==> src/rtl/pc_branch_seq.sv <==
// ============================================================================
// pc_branch_seq
// ----------------------------------------------------------------------------
// Program-counter sequencer for the control-flow opcodes issued by the control
// unit (JMP, CALL, RET, GOTO, JZ, JNZ), plus plain sequential increment.
// Owns the program counter and a LIFO return-address stack.
//
// Operation
//   The control unit hands over one branch op at a time with a valid/ready
//   handshake. Between ops, pc_inc advances the PC by one. Each accepted op
//   ends with a single-cycle 'done' pulse; 'taken' is valid alongside 'done'
//   and shows whether the PC was loaded from the target or from the stack.
//
// Parameters
//   ADDR_W       PC / target / return-address width
//   STACK_DEPTH  number of return-stack entries (>= 1)
//   RESET_PC     PC value loaded on reset
//
// Ports
//   clock      in   single clock, all state changes on the rising edge
//   reset      in   asynchronous, active-low (0 = reset asserted)
//   op_valid   in   branch op request from the control unit
//   op_ready   out  high only while idle; op accepted on op_valid & op_ready
//   opcode     in   0x81 JMP, 0x82 CALL, 0x83 RET, 0x84 GOTO, 0x85 JZ,
//                   0x87 JNZ; anything else executes as a NOP
//   target     in   branch/call destination, sampled at accept
//   zero_flag  in   ALU zero flag, sampled at accept
//   pc_inc     in   sequential advance request (PC+1), honoured only in idle
//   pc         out  current program counter
//   done       out  one-cycle pulse: op complete, PC holds its final value
//   taken      out  valid with done: PC was loaded from target or stack
//   sp         out  stack occupancy, 0..STACK_DEPTH
//   stack_ovf  out  sticky: CALL issued while the stack was full
//   stack_unf  out  sticky: RET issued while the stack was empty
// ============================================================================
module pc_branch_seq #(
    parameter int unsigned ADDR_W      = 8,
    parameter int unsigned STACK_DEPTH = 8,
    parameter int unsigned RESET_PC    = 0
) (
    input  logic                               clock,
    input  logic                               reset,
    input  logic                               op_valid,
    output logic                               op_ready,
    input  logic [7:0]                         opcode,
    input  logic [ADDR_W-1:0]                  target,
    input  logic                               zero_flag,
    input  logic                               pc_inc,
    output logic [ADDR_W-1:0]                  pc,
    output logic                               done,
    output logic                               taken,
    output logic [$clog2(STACK_DEPTH+1)-1:0]   sp,
    output logic                               stack_ovf,
    output logic                               stack_unf
);

    // ------------------------------------------------------------------------
    // Local sizes and constants
    // ------------------------------------------------------------------------
    localparam int unsigned SP_W  = $clog2(STACK_DEPTH + 1);
    // A one-entry stack still needs a one-bit index.
    localparam int unsigned IDX_W = (STACK_DEPTH > 1) ? $clog2(STACK_DEPTH) : 1;

    localparam logic [SP_W-1:0]   SP_FULL  = SP_W'(STACK_DEPTH);
    localparam logic [SP_W-1:0]   SP_EMPTY = '0;
    localparam logic [ADDR_W-1:0] PC_INIT  = ADDR_W'(RESET_PC);

    localparam logic [7:0] OP_JMP  = 8'h81;
    localparam logic [7:0] OP_CALL = 8'h82;
    localparam logic [7:0] OP_RET  = 8'h83;
    localparam logic [7:0] OP_GOTO = 8'h84;
    localparam logic [7:0] OP_JZ   = 8'h85;
    localparam logic [7:0] OP_JNZ  = 8'h87;

    typedef enum logic [1:0] {
        IDLE = 2'd0,
        EXEC = 2'd1,
        LOAD = 2'd2,
        DONE = 2'd3
    } state_t;

    // ------------------------------------------------------------------------
    // State and datapath registers
    // ------------------------------------------------------------------------
    state_t              r_state;
    logic [7:0]          r_op;
    logic [ADDR_W-1:0]   r_target;
    logic                r_zero;
    logic [ADDR_W-1:0]   r_pc;
    logic [SP_W-1:0]     r_sp;
    logic                r_done;
    logic                r_taken;
    logic                r_ovf;
    logic                r_unf;

    // Return-address storage; deliberately not reset so it can map onto RAM.
    logic [ADDR_W-1:0]   r_stack [STACK_DEPTH];

    // ------------------------------------------------------------------------
    // Combinational helpers
    // ------------------------------------------------------------------------
    logic                w_accept;
    logic [ADDR_W-1:0]   w_pcPlus1;
    logic                w_stackFull;
    logic                w_stackEmpty;
    logic                w_push;
    logic [IDX_W-1:0]    w_spIdx;
    logic [ADDR_W-1:0]   w_popData;

    assign w_accept     = op_valid && (r_state == IDLE);
    // Natural wrap modulo 2^ADDR_W, so a CALL at the top address returns to 0.
    assign w_pcPlus1    = r_pc + 1'b1;
    assign w_stackFull  = (r_sp == SP_FULL);
    assign w_stackEmpty = (r_sp == SP_EMPTY);
    // Push happens at the EXEC edge, into the slot the current sp points at.
    assign w_push       = (r_state == EXEC) && (r_op == OP_CALL) && !w_stackFull;
    // sp never exceeds STACK_DEPTH-1 whenever it is used as an index: pushes
    // only happen when not full, and pops read after the decrement.
    assign w_spIdx      = r_sp[IDX_W-1:0];
    assign w_popData    = r_stack[w_spIdx];

    // ------------------------------------------------------------------------
    // Return stack write port. A full-stack CALL never reaches here, so the
    // existing entries are never overwritten on overflow.
    // ------------------------------------------------------------------------
    always_ff @(posedge clock) begin
        if (w_push) begin
            r_stack[w_spIdx] <= w_pcPlus1;
        end
    end

    // ------------------------------------------------------------------------
    // Sequencer FSM. IDLE accepts ops or handles pc_inc; EXEC resolves the
    // op in one cycle; LOAD is the extra cycle CALL/RET need so the stack
    // read/write settles before the PC is reloaded; DONE emits the one-cycle
    // done pulse with taken held alongside it.
    // ------------------------------------------------------------------------
    always_ff @(posedge clock or negedge reset) begin
        if (!reset) begin
            r_state  <= IDLE;
            r_op     <= '0;
            r_target <= '0;
            r_zero   <= 1'b0;
            r_pc     <= PC_INIT;
            r_sp     <= '0;
            r_done   <= 1'b0;
            r_taken  <= 1'b0;
            r_ovf    <= 1'b0;
            r_unf    <= 1'b0;
        end else begin
            case (r_state)
                IDLE: begin
                    r_done  <= 1'b0;
                    r_taken <= 1'b0;
                    if (w_accept) begin
                        // An op wins over a simultaneous pc_inc.
                        r_op     <= opcode;
                        r_target <= target;
                        r_zero   <= zero_flag;
                        r_state  <= EXEC;
                    end else if (pc_inc) begin
                        r_pc <= w_pcPlus1;
                    end
                end

                EXEC: begin
                    case (r_op)
                        OP_JMP, OP_GOTO: begin
                            r_pc    <= r_target;
                            r_taken <= 1'b1;
                            r_done  <= 1'b1;
                            r_state <= DONE;
                        end
                        OP_JZ, OP_JNZ: begin
                            // JZ branches on zero, JNZ on non-zero.
                            if (r_zero == (r_op == OP_JZ)) begin
                                r_pc    <= r_target;
                                r_taken <= 1'b1;
                            end else begin
                                r_pc    <= w_pcPlus1;
                                r_taken <= 1'b0;
                            end
                            r_done  <= 1'b1;
                            r_state <= DONE;
                        end
                        OP_CALL: begin
                            if (!w_stackFull) begin
                                r_sp    <= r_sp + 1'b1;
                                r_state <= LOAD;
                            end else begin
                                r_ovf   <= 1'b1;
                                r_pc    <= w_pcPlus1;
                                r_taken <= 1'b0;
                                r_done  <= 1'b1;
                                r_state <= DONE;
                            end
                        end
                        OP_RET: begin
                            if (!w_stackEmpty) begin
                                r_sp    <= r_sp - 1'b1;
                                r_state <= LOAD;
                            end else begin
                                r_unf   <= 1'b1;
                                r_pc    <= w_pcPlus1;
                                r_taken <= 1'b0;
                                r_done  <= 1'b1;
                                r_state <= DONE;
                            end
                        end
                        default: begin
                            // Unknown opcodes behave as a NOP that still
                            // completes the handshake.
                            r_pc    <= w_pcPlus1;
                            r_taken <= 1'b0;
                            r_done  <= 1'b1;
                            r_state <= DONE;
                        end
                    endcase
                end

                LOAD: begin
                    // Only CALL and RET reach LOAD. For RET, sp has already
                    // been decremented so it points at the top entry.
                    if (r_op == OP_CALL) begin
                        r_pc <= r_target;
                    end else begin
                        r_pc <= w_popData;
                    end
                    r_taken <= 1'b1;
                    r_done  <= 1'b1;
                    r_state <= DONE;
                end

                DONE: begin
                    r_done  <= 1'b0;
                    r_taken <= 1'b0;
                    r_state <= IDLE;
                end

                default: begin
                    r_done  <= 1'b0;
                    r_taken <= 1'b0;
                    r_state <= IDLE;
                end
            endcase
        end
    end

    // ------------------------------------------------------------------------
    // Output drive
    // ------------------------------------------------------------------------
    assign op_ready  = (r_state == IDLE);
    assign pc        = r_pc;
    assign done      = r_done;
    assign taken     = r_taken;
    assign sp        = r_sp;
    assign stack_ovf = r_ovf;
    assign stack_unf = r_unf;

endmodule

==> config.mk <==
export PLATFORM = sky130hd
export DESIGN_NAME = pc_branch_seq
export DESIGN_NICKNAME = d
export VERILOG_FILES = /design/src/rtl/pc_branch_seq.sv
export SDC_FILE = /design/constraint.sdc
export NUM_CORES = 1
export LEC_CHECK = 0
export CAP_MARGIN = 20
export CORE_UTILIZATION = 55
export CTS_CLUSTER_SIZE = 40
export DETAILED_ROUTE_END_ITERATION = 8
export GPL_ROUTABILITY_DRIVEN = 0
export MAX_ROUTING_LAYER = met4
export PLACE_DENSITY = 0.76
export SLEW_MARGIN = 20
export SYNTH_ARGS = -nofsm -noshare
export SYNTH_HDL_FRONTEND = slang
export SYNTH_SLANG_ARGS = --single-unit
==> constraint.sdc <==
create_clock -name clock -period 8 [get_ports clock]
set_input_delay 1.6 -clock clock [delete_from_list [all_inputs] [get_ports clock]]
set_output_delay 1.6 -clock clock [all_outputs]
set_load 0.005 [all_outputs]
==> summary.md, run 1 <==
| Metric | Value |
|---|---|
| Largest family of logic cells by synthesized area | multiplexers |
| CTS resizes | 0 |
| Post-synthesis compound-gate area fraction | 6.27% |
| CP startpoint kind | register |
| Hold Fails Final Rpt | 0 |
| First-pass GRT wire length | between 10 and 15 mm |
| Drt initial violations | about 200 |
| Largest net degree at the start of global routing | 36 |
| CTS Buf Count | 9 |
| Worst Setup Path Type | register to output pin |
| Vias post-DR | 2,714 |
| CP max FO | 24 |
| #FFs+latches synth | just under 100 |
| Post-Layout Cell Count | between 400 and 500 |
| Nets | approximately 380 |
| Post-synthesis sequential area ratio | 61.3% |
| Hold crit path type | register to register |
| CTS H-tree lvls | 3 |
| Outcome | finished clean |
| Die height | around 93 microns |
| Vias in the first global route | 2,683 |
| Root buf cell | clkbuf_8 |
| Max-cap viol count | 0 |
| Final antenna-violating net count | 0 |
| Synth Area per Inst | between 10 and 15 sq um |
| Clock Latency Late Sink | roughly 0.37 ns |
| RSZ-0062 raised after global routing | false |
| Synth top area cells | edfxtp_1 42%, dfrtp_1 19%, mux4_2 7.9% |
| PwrDens | between 300 and 400 nW/um^2 |
| Peak VDD IR | about 0.29 mV |
| DP Wirelength | 5.92 mm |
| Count leader, synth | edfxtp_1 |
| Highest Clock Rate | 0.276 GHz |
| Post-synthesis xor/xnor area fraction | 2.11% |
| Main synth FF type | edfxtp_1 |
| GRT overflow | 0 |
| Mapped Cells | between 300 and 400 |
| DR WL/cell | about 19 microns |
| Syn_nets | between 300 and 400 |
| Post-synth EDFFs | 64 |
| CTS Hold Bufs | 0 |
| Clock Path Buffers | 2 |
| Ant diodes | 0 |
| Slowest cell on crit path | dfrtp_1 |
| Netlist cell types | just under 50 |
| Worst path cell trace | clkdlybuf4s50_1 |
| Chip width | approximately 93 microns |
| Yosys warns | 0 |
| Sequential cell area | about 2800 sq um |
| Worst-case clock skew | around 0.011 ns |
| Adder-cell share of the synthesized area | under 10% |
| DRC violations left | 0 |
| Antenna violations before repair | 0 |
| Post-synth ARST share | about 35% |
| CP arrival | roughly 2.0 ns |
| Largest area contributor in the netlist | edfxtp_1 |
| Minimum clock period | about 3.6 ns |
| CP required | approximately 6.4 ns |
| Starting Density | 57.9% |
| Rows | 32 |
| Fin Setup TNS | 0 ns |
| Layout filler cell count | about 570 |
| Area of the multi-input gates | roughly 1700 sq um |
| Clock sink total | 99 |
| Die area | around 8700 sq um |
| Post-Syn Area | 4570 sq um |
| Post-synth top cells | 64 x edfxtp_1, 35 x dfrtp_1, 29 x nand2_1, 20 x mux2_2, 20 x nor2_1 |
| Simple-gate share of the synthesized area | about a tenth |
| Worst slew margin | about a third |
| Final wirelength | between 8 and 9 mm |
| Worst path bufs/invs | 1 |
| Vias per inst | between 5 and 6 |
| Placed insts | 443 |
| Syn-to-layout area delta | 14.6% |
| Crit. End Element | output pin |
| Drt pass-1 iters | 4 |
| Port Buffer Count | 37 |
| GRT Util Overall | about 23% |
| # IOs | 38 |
| Core area | roughly 7900 sq um |
| Share of layout cells above drive strength 1 | between 20% and 30% |
| Leak pwr | between 1.5 and 2 nW |
| Crit-path leading delay family | flip-flops |
| CP max stage delay | 1.00 ns |
| Slew Viols, Final | 0 |
| Period Utilization, post-route | between 40% and 50% |
| Mux cell area share after synthesis | 15.8% |
| Post-synth top area share | between 40% and 50% |
| Least-Margin Pin Slew | between 0.9 and 1 ns |
| Setup bufs post-CTS | 0 |
| TritonCTS clock tree | done |
| Setup-violating endpoint count in the final report | 0 |
| Clock transition at the registers of the reported paths | 0.10 ns |
[per-stage QoR]
stage | worst slack [ns] | util [%] | hold slack, ns | area (sq um) | total power, W
floorplan | 5.20 | - | 0.456 | 4570 | 0.00127
global placement | 4.63 | 63.9 | 0.448 | 5040 | 0.00144
detailed placement | 4.60 | 63.9 | 0.458 | 5040 | 0.00146
CTS | 4.33 | 66.4 | 0.483 | 5240 | 0.00177
global route | 4.22 | 66.4 | 0.499 | 5240 | 0.00187
finish | 4.37 | 66.4 | 0.480 | 5240 | 0.00177
[cells in the final DEF (no fill, tap or decap), drive strengths merged, types with 2 or more instances in the layout]
cell type	instances
edfxtp	64
nand2	31
clkbuf	9
mux2i	7
nor2	20
inv	11
nor2b	2
nand3	9
clkinvlp	2
nor4	3
or3	2
buf	8
nand2b	2
mux4	16
xor2	7
clkdlybuf4s50	37
o31ai	6
mux2	26
o221ai	6
xnor2	4
nor3	5
dfrtp	35
o21ai	6
nor4b	4
ha	8
a21oi	13
[report_power, final]
part / switching, W / internal (W)
clock network: 0.000194 / 0.000122
logic: 0.000360 / 0.000317
registers: 0.0000864 / 0.000689
[sequential cells by signal, summed over array words and instances (netlist names)]
| name | count |
|---|---|
| r_zero | 1 |
| r_op | 8 |
| r_target | 8 |
| stack_unf | 1 |
| r_state | 2 |
| r_stack | 64 |
| taken | 1 |
| stack_ovf | 1 |
| sp | 4 |
| pc | 8 |
| done | 1 |
[per-layer routing]
metal | share of wire, % | GRT usage, % | wire length [microns] | up-vias
met5 | 0 | - | 0 | -
met2 | 49 | 34.9 | 4240 | 71
li1 | - | - | - | 1267
met1 | 45 | 31.0 | 3930 | 1363
met3 | 4.6 | 3.33 | 404 | 13
met4 | 1.4 | 7.69 | 118 | 0
[worst paths after layout]
| kind | startpoint | to | slack [ns] | depth (start not counted) |
|---|---|---|---|---|
| max in group asynchronous | reset | pc[2] | 6.01 | 2 |
| min | stack_unf | stack_unf | 0.48 | 2 |
| min reg2reg | stack_unf | stack_unf | 0.48 | 2 |
| min in group asynchronous | reset | r_op[6] | 1.66 | 2 |
| max | sp[2] | sp[2] | 4.37 | 1 |
| max reg2reg | r_op[5] | sp[3] | 5.36 | 10 |
[kinds of logic (layout without fill, tap and decap cells)]
| kind of cell | count (synthesis) | in the layout |
|---|---|---|
| AOI/OAI and AO/OA | 39 | 39 |
| xor gates and xnor gates | 11 | 11 |
| adders and majority gates | 9 | 9 |
| buffers and inverters | 22 | 68 |
| DFF | 99 | 99 |
| muxes | 49 | 49 |
| and+or+nand+nor | 82 | 82 |
[layout make-up]
| type | count | share of cell area (%) |
|---|---|---|
| clock buffer | 9 | 2.37 |
| clock inverter | 7 | 1.31 |
| inverter | 7 | 0.502 |
| multi-input combinational | 190 | 31.7 |
| sequential | 99 | 53.4 |
| tap | 102 | 2.44 |
| timing repair buffer | 45 | 8.22 |
(Power assumes the default switching activity.)
==> run 2: changes to the inputs <==
==> constraint.sdc (replaced) <==
create_clock -name clock -period 3.5 [get_ports clock]
set_input_delay 0.7 -clock clock [delete_from_list [all_inputs] [get_ports clock]]
set_output_delay 0.7 -clock clock [all_outputs]
set_load 0.005 [all_outputs]
==> run 2 against run 1 <==
Compared with the run above: sequential power grew 140%; critical path type unchanged; utilization increased by 0.38 points; first-iteration DRC count is 5.4% higher; critical endpoint unchanged; clock skew hardly changed; flip-flop and latch count did not move; wire length up 4.2%; worst setup slack worse by 3.6 ns; cell area grew 0.57%; total power is 130% higher; via count rose by 2.9%; count of clock-buffer cells in the layout unchanged; largest cell class unchanged; global-route usage up 1.6 points.
==> summary.md, run 2 (synthesis gave the netlist of run 1 again) <==
| Metric | Value |
|---|---|
| Outcome | finished clean |
| Drt pass-1 iters | 4 |
| Clock Latency Late Sink | roughly 0.37 ns |
| Antenna violations before repair | 0 |
| Least-Margin Pin Slew | between 0.9 and 1 ns |
| Hold Path Cell Cnt | 1 |
| Nets | ~390 |
| Worst Setup Path Type | register to output pin |
| Clock sink total | about 100 |
| Hold Fails Final Rpt | 0 |
| Slowest cell on crit path | dfrtp_1 |
| CTS Buf Count | 9 |
| Setup-violating endpoint count in the final report | 0 |
| Layout filler cell count | 542 |
| Port Buffer Count | 37 |
| Rows | 32 |
| Clock Power Share | between 15 and 20% |
| Sequential share of power | between 40% and 50% |
| Vias post-DR | 2,794 |
| Largest register by flop count | r_stack |
| Most common cell after layout, fill and taps aside | edfxtp_1 |
| R2R cell count | 10 |
| Crit. End Element | output pin |
| Hold path endpoint | stack_ovf |
| CTS resizes | 0 |
| Fin Setup TNS | 0 ns |
| Peak VDD IR | approximately 0.74 mV |
| P_sw | between 0.001 and 0.0015 W |
| RSZ-0062 raised after global routing | false |
| Slew Viols, Final | 0 |
| Vias in the first global route | 2,836 |
| Setup bufs post-CTS | 0 |
| Worst-case clock skew | 0.0108 ns |
| Clock Path Buffers | 2 |
| GRT Util Overall | 24.1% |
| Leak pwr | 1.93 nW |
| Root buf cell | clkbuf_8 |
| Highest Clock Rate | 0.367 GHz |
| Minimum clock period | between 2 and 3 ns |
| Post-Layout Cell Count | between 400 and 500 |
| Ant diodes | 0 |
| CTS Hold Bufs | 0 |
| Final WS setup | approximately 0.77 ns |
| First-pass GRT wire length | between 10 and 15 mm |
| CP arrival | 2.03 ns |
| Share of layout cells above drive strength 1 | between 20% and 30% |
| CP max FO | 24 |
| CP max stage delay | 1.00 ns |
| TritonCTS clock tree | done |
| Worst reg2reg path startpoint | r_op[5] |
| Die area | 8670 sq um |
| Worst path cell trace | clkdlybuf4s50_1 |
| DP Wirelength | approximately 6.2 mm |
| Chip width | slightly above 90 microns |
| Largest net degree at the start of global routing | 36 |
| Comb power frac | 37.0% |
| Worst path bufs/invs | 1 |
| Syn-to-layout area delta | 15.3% |
| CTS H-tree lvls | 3 |
| Min Hold Slack | 0.476 ns |
| Core Util, Final | between 60% and 70% |
| Drt initial violations | 213 |
| DRC violations left | 0 |
| Crit-path leading delay family | flip-flops |
| Pint | 0.00259 W |
| Clock transition at the registers of the reported paths | between 0.1 and 0.15 ns |
| Worst slew margin | about a third |
| DP Worst Slack | around 0.88 ns |
| Switching share of power | around 36% |
| CP required | around 2.8 ns |
| DR WL/cell | between 15 and 20 microns |
| Most frequent cells in the layout | 64 x edfxtp_1, 37 x clkdlybuf4s50_1, 34 x dfrtp_1 |
| Period Utilization, post-route | roughly 80% |
| Die height | about 93 microns |
| Final wirelength | ~9 mm |
| Placed insts | about 450 |
| Worst R2R End | sp[3] |
| R2r setup slk | between 0.8 and 0.9 ns |
| CP startpoint kind | register |
| Hold Startpoint | stack_ovf |
| # IOs | 38 |
| Core area | about 7900 sq um |
| Hold crit path type | register to register |
| PwrDens | between 700 and 800 nW/um^2 |
| Vias per inst | between 6 and 7 |
| Starting Density | 57.9% |
| Max-cap viol count | 0 |
| Final antenna-violating net count | 0 |
| Max FFs per register | 64 |
| GRT overflow | 0 |
run 2: cell count changes in the layout (fill, tap and decap cells not counted):
cell	before	now
inv_6	0	1
buf_4	8	11
inv_8	4	3
dfrtp_1	35	34
clkinvlp_4	2	1
dfrtp_2	0	1
inv_12	0	1
run 2: worst max path at each step:
stage                 start       endpoint  slack (ns)  cells after the start
finish                sp[2]          sp[2]        0.77                      1
global route        r_op[5]          sp[3]        0.66                     10
CTS                   sp[0]          sp[0]        0.61                      1
detailed placement  r_op[5]          sp[3]        0.88                     10
global placement    r_op[5]          sp[3]        0.96                     10
floorplan           r_op[0]  r_stack[0][0]         1.0                      4
run 2: cell type report:
class	instances	area [sq um]	area share, %
clock buffers	9	124	2.35
well taps	102	128	2.42
flip-flops and latches	99	2800	53.2
clock inverters	7	75.1	1.43
repair buffers	48	453	8.60
inverters	7	26.3	0.499
multi-input cells	190	1660	31.5
run 2: power groups by stage:
stage                     clock, W  combinational [W]  sequential [W]
final                     0.000730            0.00150         0.00183
after floorplan                  0            0.00116         0.00174
after global routing      0.000788            0.00166         0.00187
after CTS                 0.000748            0.00150         0.00183
after detailed placement         0            0.00149         0.00186
after global placement           0            0.00144         0.00185
run 2: per-layer routing:
layer / vias up / track usage, % / routed length, microns
met4: 0 / 10.4 / 191
met3: 16 / 3.17 / 425
met2: 83 / 35.4 / 4290
li1: 1275 / - / -
met5: - / - / 0
met1: 1420 / 34.2 / 4140
run 2: metrics by stage:
step,instance area (sq um),power (W)
2_1_floorplan,4570,0.00290
6_report,5270,0.00406
5_1_grt,5270,0.00432
4_1_cts,5260,0.00408
3_5_place_dp,5060,0.00335
3_3_place_gp,5060,0.00329
==> run 3: changes to the inputs <==
--- a/config.mk
+++ b/config.mk
@@ -6,7 +6,7 @@
 export NUM_CORES = 1
 export LEC_CHECK = 0
 export CAP_MARGIN = 20
-export CORE_UTILIZATION = 55
+export CORE_UTILIZATION = 52
 export CTS_CLUSTER_SIZE = 40
 export DETAILED_ROUTE_END_ITERATION = 8
 export GPL_ROUTABILITY_DRIVEN = 0
==> constraint.sdc (replaced) <==
create_clock -name clock -period 2.21 [get_ports clock]
set_input_delay 0.442 -clock clock [delete_from_list [all_inputs] [get_ports clock]]
set_output_delay 0.442 -clock clock [all_outputs]
set_load 0.005 [all_outputs]
==> run 3 against run 2 <==
Compared with the run above: the flow now finishes with violations (setup timing); clock power is 59% higher; register-to-register slack worse by 1.1 ns; count of clock-buffer cells in the layout did not move; cell area grew 8.5%; non-clock buffer count is 38 higher; wire length rose by 5.7%; utilization is 1.7 points higher; via count increased by 3.9%; largest power group is now combinational logic.
==> summary.md, run 3 (synthesis gave the netlist of run 1 again) <==
| Metric | Value |
|---|---|
| Hold crit path type | input port to asynchronous set/reset pin |
| Antenna violations before repair | 0 |
| CTS Buf Count | 9 |
| R2R cell count | 9 |
| Largest register by flop count | r_stack |
| CTS H-tree lvls | 3 |
| Minimum clock period | ~2.4 ns |
| GRT overflow | 0 |
| Highest Clock Rate | about 0.42 GHz |
| GRT Util Overall | a little under a quarter |
| M1 WL | ~4.3 mm |
| First-pass GRT wire length | 15.2 mm |
| Least-Margin Pin Slew | roughly 0.57 ns |
| Core area | between 8000 and 9000 sq um |
| DP Wirelength | 6.46 mm |
| Hold Fails Final Rpt | 0 |
| DR WL/cell | approximately 19 microns |
| CP startpoint kind | register |
| Die area | 9160 sq um |
| Drt initial violations | between 200 and 250 |
| Clock Latency Late Sink | about 0.38 ns |
| Met3 Routed Length | roughly 520 microns |
| Root buf cell | clkbuf_8 |
| Final antenna-violating net count | 0 |
| Vias post-DR | 2,903 |
| Ant diodes | 0 |
| Crit. End Element | register |
| Port Buffer Count | 37 |
| Failing checks | setup timing |
| Max FFs per register | 64 |
| Final wirelength | 9.57 mm |
| Clock Path Buffers | 2 |
| RSZ-0062 raised after global routing | true |
| Largest net degree at the start of global routing | 36 |
| Nets | between 400 and 500 |
| Worst Setup Path Type | register to register |
| Min Hold Slack | roughly 0.47 ns |
| Syn-to-layout area delta | 25.1% |
| Worst-case clock skew | about 0.018 ns |
| Leak pwr | about 2.2 nW |
| Most frequent cells in the layout | 64 x edfxtp_1, 44 x buf_4, 37 x clkdlybuf4s50_1 |
| Die height | roughly 96 microns |
| PwrDens | approximately 1200 nW/um^2 |
| Worst slew margin | between 60% and 70% |
| TritonCTS clock tree | done |
| Outcome | finished, violations left |
| Layout filler cell count | 550 |
| Rows | 33 |
| # IOs | 38 |
| Peak VDD IR | ~0.9 mV |
| Chip width | 95.7 microns |
| Share of layout cells above drive strength 1 | around 34% |
| Vias in the first global route | about 2,900 |
| Max-cap viol count | 0 |
| DRC violations left | 0 |
| Most common cell after layout, fill and taps aside | edfxtp_1 |
| Fin Setup TNS | -1.43 ns |
| Clock sink total | between 90 and 100 |
| CP max FO | 5 |
| Met2 wire length | around 4.6 mm |
| CTS Hold Bufs | 0 |
| Starting Density | around 55% |
| Drt pass-1 iters | 6 |
| Clock transition at the registers of the reported paths | ~0.11 ns |
| Vias per inst | around 5.8 |
| Core Util, Final | about two thirds |
| DR top layer | met4 |
| CP required | approximately 2.5 ns |
| Final WS setup | -0.187 ns |
| CP arrival | between 2 and 3 ns |
| Slew Viols, Final | 0 |
| Period Utilization, post-route | 108% |
| Setup-violating endpoint count in the final report | 9 |
run 3: cell types whose count changed in the layout (fill, tap and decap cells not counted), moves of 2 or more:
cell / change
buf_4: +33
a21oi_1: -7
mux2_1: -6
mux2_4: +6
a21oi_2: +5
buf_6: +3
a21oi_4: +2
buf_12: +2
clkinv_8: +2
ha_1: -2
o31ai_1: -2
o31ai_2: +2
run 3: power breakdown:
part           switching (W)  internal (W)  leakage, nW
clock               0.000709      0.000450       0.0994
sequential          0.000303       0.00249         1.01
combinational        0.00154       0.00156         1.05
run 3: final timing paths:
check                       endpoint  slack, ns  startpoint
min                           r_zero       0.47       reset
min in group clock         stack_unf       0.49   stack_unf
max in group asynchronous      pc[6]       1.41       reset
max reg2reg                    pc[4]      -0.19     r_op[6]
min reg2reg                stack_unf       0.49   stack_unf
max                            pc[4]      -0.19     r_op[6]
run 3: stage by stage:
stage / setup slack [ns] / cell area [sq um] / power (W) / instances
floorplan: -0.290 / 4580 / 0.00459 / 311
detailed placement: -0.196 / 5320 / 0.00557 / 477
CTS: -0.147 / 5580 / 0.00684 / 495
global placement: -0.0854 / 5320 / 0.00548 / 477
global route: -0.309 / 5710 / 0.00744 / 503
finish: -0.187 / 5710 / 0.00705 / 503
run 3: timing repair:
| action | CTS | global route |
|---|---|---|
| cloned | 1 | 0 |
| pin swaps | 2 | 8 |
| endpoints found under the setup margin | 9 | 26 |
| resized for setup | 12 | 16 |
| buffers inserted | 1 | 8 |
run 3: worst max-delay path, stage by stage, from the launching register on:
cell and delay [ns]:
dfrtp_1 0.40, or4b_4 0.56, buf_4 0.16, buf_6 0.11, a211oi_4 0.24, buf_6 0.16
buf_4 0.12, mux2_2 0.33, a21oi_2 0.13, o31ai_2 0.07
run 3: metal layers:
| layer | track usage [%] | vias up |
|---|---|---|
| li1 | - | 1346 |
| met2 | 35.8 | 109 |
| met1 | 32.8 | 1429 |
| met5 | - | - |
| met4 | 8.71 | 0 |
| met3 | 3.63 | 19 |
run 3: area by class of cell:
cell class	instances	area [sq um]	share of cell area, %
multi-input combinational	190	1780	31.1
inverter	7	26.3	0.460
clock buffer	9	124	2.17
clock inverter	7	80.1	1.40
timing repair buffer	86	774	13.6
tap	105	131	2.30
sequential	99	2800	49.0
